--- src/rtl/dmem_if_pkg.sv ---
// Shared types and constants for the data-memory responder: line geometry,
// sequencer states and the latched request record.
package dmem_if_pkg;

  localparam int LINE_W     = 128;
  localparam int LINE_BYTES = 16;
  localparam int OFFSET_W   = 4;

  typedef enum logic [2:0] {
    ST_IDLE  = 3'd0,
    ST_ISSUE = 3'd1,
    ST_WAIT  = 3'd2,
    ST_RESP  = 3'd3,
    ST_FAULT = 3'd4
  } dmem_state_t;

  typedef struct packed {
    logic                  write;
    logic [31:0]           addr;
    logic [LINE_W-1:0]     data;
    logic [LINE_BYTES-1:0] be;
  } dmem_req_t;

  // Any set bit above the decoded window makes the request unserviceable.
  function automatic logic addr_out_of_range(input logic [31:0] addr, input int unsigned addr_w);
    return ((addr >> addr_w) != 32'd0);
  endfunction

endpackage

--- src/rtl/dmem_lat_counter.sv ---
// Loadable down-counter; done_o flags the final cycle of a wait (count == 1).
module dmem_lat_counter #(
  parameter int CNT_W = 2
) (
  input  logic             clock,
  input  logic             async_reset,
  input  logic             load_i,
  input  logic [CNT_W-1:0] load_val_i,
  input  logic             dec_i,
  output logic             done_o
);

  logic [CNT_W-1:0] count_q;
  logic [CNT_W-1:0] count_d;

  // Load has priority; decrement saturates at zero.
  always_comb begin
    count_d = count_q;
    if (load_i) begin
      count_d = load_val_i;
    end else if (dec_i && (count_q != '0)) begin
      count_d = count_q - CNT_W'(1);
    end else begin
      count_d = count_q;
    end
  end

  // Counter register.
  always_ff @(posedge clock or negedge async_reset) begin
    if (!async_reset) begin
      count_q <= '0;
    end else begin
      count_q <= count_d;
    end
  end

  assign done_o = (count_q == CNT_W'(1));

endmodule

--- src/rtl/dmem_responder.sv ---
// Memory-side responder: latches one core request, runs it against a
// single-port RAM of configurable latency and returns a one-cycle data_ready.
module dmem_responder
  import dmem_if_pkg::*;
#(
  parameter int ADDR_W = 20,
  parameter int RD_LAT = 1,
  parameter int WR_LAT = 0
) (
  input  logic                       clock,
  input  logic                       async_reset,
  input  logic                       memory_transaction,
  input  logic                       mem_write,
  input  logic [31:0]                address,
  input  logic [LINE_W-1:0]          write_data,
  input  logic [LINE_BYTES-1:0]      byte_enablers,
  output logic [LINE_W-1:0]          read_data,
  output logic                       data_ready,
  output logic                       busy,
  output logic                       addr_fault,
  output logic [ADDR_W-OFFSET_W-1:0] ram_address,
  output logic [LINE_W-1:0]          ram_data_in,
  output logic [LINE_BYTES-1:0]      ram_byte_en,
  output logic                       ram_write_enable,
  output logic                       ram_read_enable,
  input  logic [LINE_W-1:0]          ram_data_out
);

  localparam int LINE_AW = ADDR_W - OFFSET_W;
  localparam int LAT_MAX = (RD_LAT > WR_LAT) ? RD_LAT : WR_LAT;
  localparam int CNT_W   = $clog2(LAT_MAX + 1);
  localparam logic [CNT_W-1:0] RD_LAT_C = CNT_W'(RD_LAT);
  localparam logic [CNT_W-1:0] WR_LAT_C = CNT_W'(WR_LAT);
  localparam logic WR_NO_WAIT = (WR_LAT == 0) ? 1'b1 : 1'b0;

  dmem_state_t state_q, state_d;
  dmem_req_t   req_q, req_d;
  logic        cnt_done_s;

  logic [LINE_W-1:0]     read_data_q, read_data_d;
  logic                  data_ready_q, data_ready_d;
  logic                  busy_q, busy_d;
  logic                  addr_fault_q, addr_fault_d;
  logic [LINE_AW-1:0]    ram_address_q, ram_address_d;
  logic [LINE_W-1:0]     ram_data_in_q, ram_data_in_d;
  logic [LINE_BYTES-1:0] ram_byte_en_q, ram_byte_en_d;
  logic                  ram_we_q, ram_we_d;
  logic                  ram_re_q, ram_re_d;

  dmem_lat_counter #(.CNT_W(CNT_W)) u_lat (
    .clock      (clock),
    .async_reset(async_reset),
    .load_i     (state_q == ST_ISSUE),
    .load_val_i (req_q.write ? WR_LAT_C : RD_LAT_C),
    .dec_i      (state_q == ST_WAIT),
    .done_o     (cnt_done_s)
  );

  // State and latched-request registers.
  always_ff @(posedge clock or negedge async_reset) begin
    if (!async_reset) begin
      state_q <= ST_IDLE;
      req_q   <= '0;
    end else begin
      state_q <= state_d;
      req_q   <= req_d;
    end
  end

  // Next-state logic; the request is only sampled while idle.
  always_comb begin
    state_d = state_q;
    req_d   = req_q;
    case (state_q)
      ST_IDLE: begin
        if (memory_transaction) begin
          req_d.write = mem_write;
          req_d.addr  = address;
          req_d.data  = write_data;
          req_d.be    = byte_enablers;
          if (addr_out_of_range(address, ADDR_W)) begin
            state_d = ST_FAULT;
          end else begin
            state_d = ST_ISSUE;
          end
        end else begin
          state_d = ST_IDLE;
        end
      end
      ST_ISSUE: begin
        if (req_q.write && WR_NO_WAIT) begin
          state_d = ST_RESP;
        end else begin
          state_d = ST_WAIT;
        end
      end
      ST_WAIT: begin
        if (cnt_done_s) begin
          state_d = ST_RESP;
        end else begin
          state_d = ST_WAIT;
        end
      end
      ST_RESP:  state_d = ST_IDLE;
      ST_FAULT: state_d = ST_IDLE;
      default:  state_d = ST_IDLE;
    endcase
  end

  // Output next values, decoded from the state being entered so that every
  // output is a flop aligned with its state.
  always_comb begin
    data_ready_d  = (state_d == ST_RESP) || (state_d == ST_FAULT);
    addr_fault_d  = (state_d == ST_FAULT);
    busy_d        = (state_d != ST_IDLE);
    ram_re_d      = (state_d == ST_ISSUE) && !req_d.write;
    ram_we_d      = (state_d == ST_ISSUE) && req_d.write && (req_d.be != '0);
    ram_address_d = ram_address_q;
    ram_data_in_d = ram_data_in_q;
    ram_byte_en_d = ram_byte_en_q;
    read_data_d   = read_data_q;
    if (state_d == ST_ISSUE) begin
      ram_address_d = LINE_AW'(req_d.addr >> OFFSET_W);
      ram_data_in_d = req_d.data;
      ram_byte_en_d = req_d.be;
    end else begin
      ram_address_d = ram_address_q;
      ram_data_in_d = ram_data_in_q;
      ram_byte_en_d = ram_byte_en_q;
    end
    if (state_d == ST_FAULT) begin
      read_data_d = '0;
    end else if ((state_q == ST_WAIT) && cnt_done_s && !req_q.write) begin
      read_data_d = ram_data_out;
    end else begin
      read_data_d = read_data_q;
    end
  end

  // Output registers.
  always_ff @(posedge clock or negedge async_reset) begin
    if (!async_reset) begin
      read_data_q   <= '0;
      data_ready_q  <= 1'b0;
      busy_q        <= 1'b0;
      addr_fault_q  <= 1'b0;
      ram_address_q <= '0;
      ram_data_in_q <= '0;
      ram_byte_en_q <= '0;
      ram_we_q      <= 1'b0;
      ram_re_q      <= 1'b0;
    end else begin
      read_data_q   <= read_data_d;
      data_ready_q  <= data_ready_d;
      busy_q        <= busy_d;
      addr_fault_q  <= addr_fault_d;
      ram_address_q <= ram_address_d;
      ram_data_in_q <= ram_data_in_d;
      ram_byte_en_q <= ram_byte_en_d;
      ram_we_q      <= ram_we_d;
      ram_re_q      <= ram_re_d;
    end
  end

  assign read_data        = read_data_q;
  assign data_ready       = data_ready_q;
  assign busy             = busy_q;
  assign addr_fault       = addr_fault_q;
  assign ram_address      = ram_address_q;
  assign ram_data_in      = ram_data_in_q;
  assign ram_byte_en      = ram_byte_en_q;
  assign ram_write_enable = ram_we_q;
  assign ram_read_enable  = ram_re_q;

endmodule

--- config.mk ---
export PLATFORM = sky130hd
export DESIGN_NAME = dmem_responder
export DESIGN_NICKNAME = d
export VERILOG_FILES = /design/src/rtl/dmem_if_pkg.sv /design/src/rtl/dmem_lat_counter.sv /design/src/rtl/dmem_responder.sv
export SDC_FILE = /design/constraint.sdc
export NUM_CORES = 1
export LEC_CHECK = 0
export CAP_MARGIN = 10
export CORE_AREA = 2 2 237 239
export CTS_CLUSTER_SIZE = 28
export DETAILED_ROUTE_END_ITERATION = 8
export DIE_AREA = 0 0 239 241
export SLEW_MARGIN = 25
export SYNTH_ARGS = -nofsm -noshare
export SYNTH_HDL_FRONTEND = slang
export SYNTH_SLANG_ARGS = --single-unit
export TNS_END_PERCENT = 5
--- constraint.sdc ---
create_clock -name clock -period 3.23 [get_ports clock]
set_input_delay 0.4845 -clock clock [delete_from_list [all_inputs] [get_ports clock]]
set_output_delay 0.4845 -clock clock [all_outputs]
set_load 0.02 [all_outputs]
==> summary.md <==
| Metric | Value |
|---|---|
| Crit path launch type | flip-flop |
| Register area share after synthesis | 63.5% |
| Worst Max-Slew Pin Slew | 0.833 ns |
| Slew Limit Fails | 0 |
| Crit. End Element | flip-flop |
| FFs w/ async S/R, synth | 100% |
| Reg-to-Reg End | ram_address[10] |
| Layout cell share with drive strength beyond 1 | 22.8% |
| Skew final | 0.0146 ns |
| Top cell type's share of synthesized area | 63.5% |
| Max IR drop VDD | 357 µV |
| Syn Nets | 1612 |
| Post-DP HPWL | 39100 µm |
| Final Cycle Share | 73.8% |
| Final-report setup violation count | 0 |
| First-pass GRT wire length | 81200 µm |
| Leak | 11.6 nW |
| Num CTS Buffers | 51 |
| Min Hold Slack | 0.455 ns |
| Initial antenna violation count | 7 |
| Residual DRC | 0 |
| # hold bufs at CTS | 1 |
| Number of global-route vias before repair | 13.6k |
| Via count | 13.0k |
| Setup CP Type | reg2reg |
| Worst path cell trace | nor4b_4 -> buf_12 -> buf_4 -> mux2_2 -> mux2_1 |
| Htree depth | 2 |
| Power Dens Cells | 495 nW/µm² |
| Routed length per instance | 20.7 µm |
| Vias/cell | 4.90 |
| R2R setup slack | 0.85 ns |
| GPL Wtd Cong | 0.800 |
| Most used DFF post-synth | dfrtp_1 |
| Maximum clock path buffer count | 3 |
| Post-DRT Antenna Nets | 0 |
| IO buf count | 596 |
| Crit-path leading delay family | multiplexers |
| CP peak stage delay | 0.48 ns |
| Post-synth EDFFs | 0 |
| Avg Cell Area, Syn | 13.8 µm² |
| FMAX | 0.419 GHz |
| Fillcell total | 4826 |
| TritonCTS clock tree | done |
| Total gr overflow | 0 |
| Die Y | 241 µm |
| Hold WC Path Type | in2reg |
| Mapped cell area | 18000 µm² |
| Syn. warnings | 0 |
| Ports | 601 |
| DRT Wirelength | 54800 µm |
| Placed cells | 2555 |
| RSZ-0062 raised after global routing | false |
| Count leader, synth | dfrtp_1 |
| Worst r2r path cells | 5 |
| Clock transition at path regs | 0.06 ns |
| Hold Crit Start | ram_data_out[2] |
| GRT Total Usage | 18.3% |
| Core area | 54900 µm² |
| Postcts setup bufs | 0 |
| FF+latch count, synth | 458 |
| Area leader, netlist | dfrtp_1 |
| Resized Gates After CTS | 0 |
| Iter 0 DRT Violations | 572 |
| Synth top area cells | dfrtp_1, mux2_2, mux2_4, nand3_1, a21oi_1 |
| Post-synth cell types | 31 |
| Initial Util | 32.9% |
| Status | complete, no violations |
| P&R area growth vs syn | 48.2% |
| Worst path required time | 3.68 ns |
| Place WS | 0.384 ns |
| Cell count after synthesis | 1304 |
| Final Hold Viols | 0 |
| Slew HR | 44.4% |
| Setup WS post-layout | 0.846 ns |
| Minimum clock period | 2.38 ns |
| CP max FO | 42 |
| First-pass DRT Iterations | 5 |
| Clk_lat worst skew | 0.58 ns |
| Arrival @ worst endpoint | 2.84 ns |
| Final cell count without fillers | 2651 |
| Root buf cell | clkbuf_16 |
| Die extent in x | 239 µm |
| Beginning of the critical path | state_q[0] |
| R2R Path Start | state_q[0] |
| Slowest cell on the critical path | dfrtp_1 |
| Setup crit end | ram_address[10] |
| Crit path depth | 5 |
| Post-Route Setup TNS | 0 ns |
| Max_cap viols | 0 |
| Largest net degree at the start of global routing | 129 |
| Clock Sinks | 458 |
| Cell row count | 86 |
| NumNets Final | 2213 |
| Post-synth top cells | dfrtp_1, mux2_2, nand3_1 |
| DIE AREA | 57600 µm² |
| Buffers and inverters on the worst path | 2 |
[layout make-up]
cell class | count | area (µm²) | area share, %
sequential | 458 | 11500 | 42.9
timing repair buffer | 656 | 6670 | 25.0
multi-input combinational | 737 | 6020 | 22.5
clock buffer | 73 | 1530 | 5.73
tap | 704 | 881 | 3.30
clock inverter | 18 | 143 | 0.534
antenna | 4 | 10.0 | 0.0375
inverter | 1 | 3.75 | 0.0140
[worst min path at each step]
| stage | endpoint | slack [ns] | depth (start not counted) |
|---|---|---|---|
| 3_3_place_gp | ram_data_in[82] | 0.47 | 1 |
| 4_1_cts | read_data[45] | 0.41 | 3 |
| 3_5_place_dp | req_q[157] | 0.48 | 1 |
| 6_report | read_data[2] | 0.46 | 3 |
| 5_1_grt | read_data[113] | 0.44 | 3 |
| 2_1_floorplan | addr_fault | 0.19 | 0 |
[metal layers]
| layer | global-route usage [%] | vias to the layer above | share of wire, % |
|---|---|---|---|
| met1 | 21.8 | 6573 | 39 |
| met3 | 6.29 | 101 | 8.4 |
| met4 | 7.63 | 8 | 3.4 |
| li1 | - | 5862 | - |
| met5 | 0 | - | 0.10 |
| met2 | 30.2 | 459 | 49 |
[registers in the layout (all words and copies together), names as in the netlist]
name and count:
ram_data_in 128, read_data 128, req_q 161, ram_byte_en 16
addr_fault 1, ram_write_enable 1, u_lat.done_o 1, state_q 3
busy 1, data_ready 1, ram_address 16, ram_read_enable 1
[cell usage in the layout, fill, tap and decap left out, types with 2 or more instances in the layout]
| master | instances |
|---|---|
| nor4_1 | 4 |
| a31oi_1 | 2 |
| clkdlybuf4s50_1 | 595 |
| nand2_1 | 4 |
| mux2_1 | 31 |
| buf_12 | 20 |
| buf_4 | 39 |
| diode_2 | 4 |
| o21bai_1 | 2 |
| nor3_1 | 2 |
| o21ai_0 | 121 |
| clkbuf_8 | 15 |
| mux2_2 | 231 |
| inv_6 | 2 |
| nor4_2 | 3 |
| clkinv_2 | 11 |
| clkbuf_16 | 52 |
| o21ai_1 | 10 |
| nand3_1 | 129 |
| clkinvlp_4 | 2 |
| a21oi_1 | 128 |
| mux2_4 | 58 |
| dfrtp_1 | 458 |
| clkbuf_1 | 6 |
[where the power goes]
group | internal [W] | leakage, nW | switching (W)
registers | 0.00607 | 6.02 | 0.0000877
logic | 0.000734 | 4.76 | 0.000623
clock network | 0.00337 | 0.833 | 0.00235
[tightest hold or removal path: cells and delay by family]
family / cells / cell delay, ns
buffers and inverters: 1 / 0.39
AND/OR/NAND/NOR: 1 / 0.06
AO/OA/AOI/OAI: 1 / 0.06
[logic make-up (layout without fill, tap and decap cells)]
| logic type | Yosys count | count (layout) | share of synthesized area [%] |
|---|---|---|---|
| AO/OA/AOI/OAI | 265 | 265 | 7.46 |
| XOR/XNOR | 1 | 1 | 0.0486 |
| buffers and inverters | 109 | 748 | 3.22 |
| flip-flops | 458 | 458 | 63.5 |
| multiplexers | 320 | 320 | 21.2 |
| other | 0 | 4 | 0 |
| AND/OR/NAND/NOR | 151 | 151 | 4.54 |
[per-stage QoR]
step	total power (W)	utilization (%)	cell area, µm²
floorplan	0.00686	-	18000
global placement	0.00759	45.6	25000
detailed placement	0.00764	45.6	25000
CTS	0.0134	48.7	26700
global route	0.0138	48.7	26700
finish	0.0132	48.7	26700
Power figures use the tool's default switching activity.
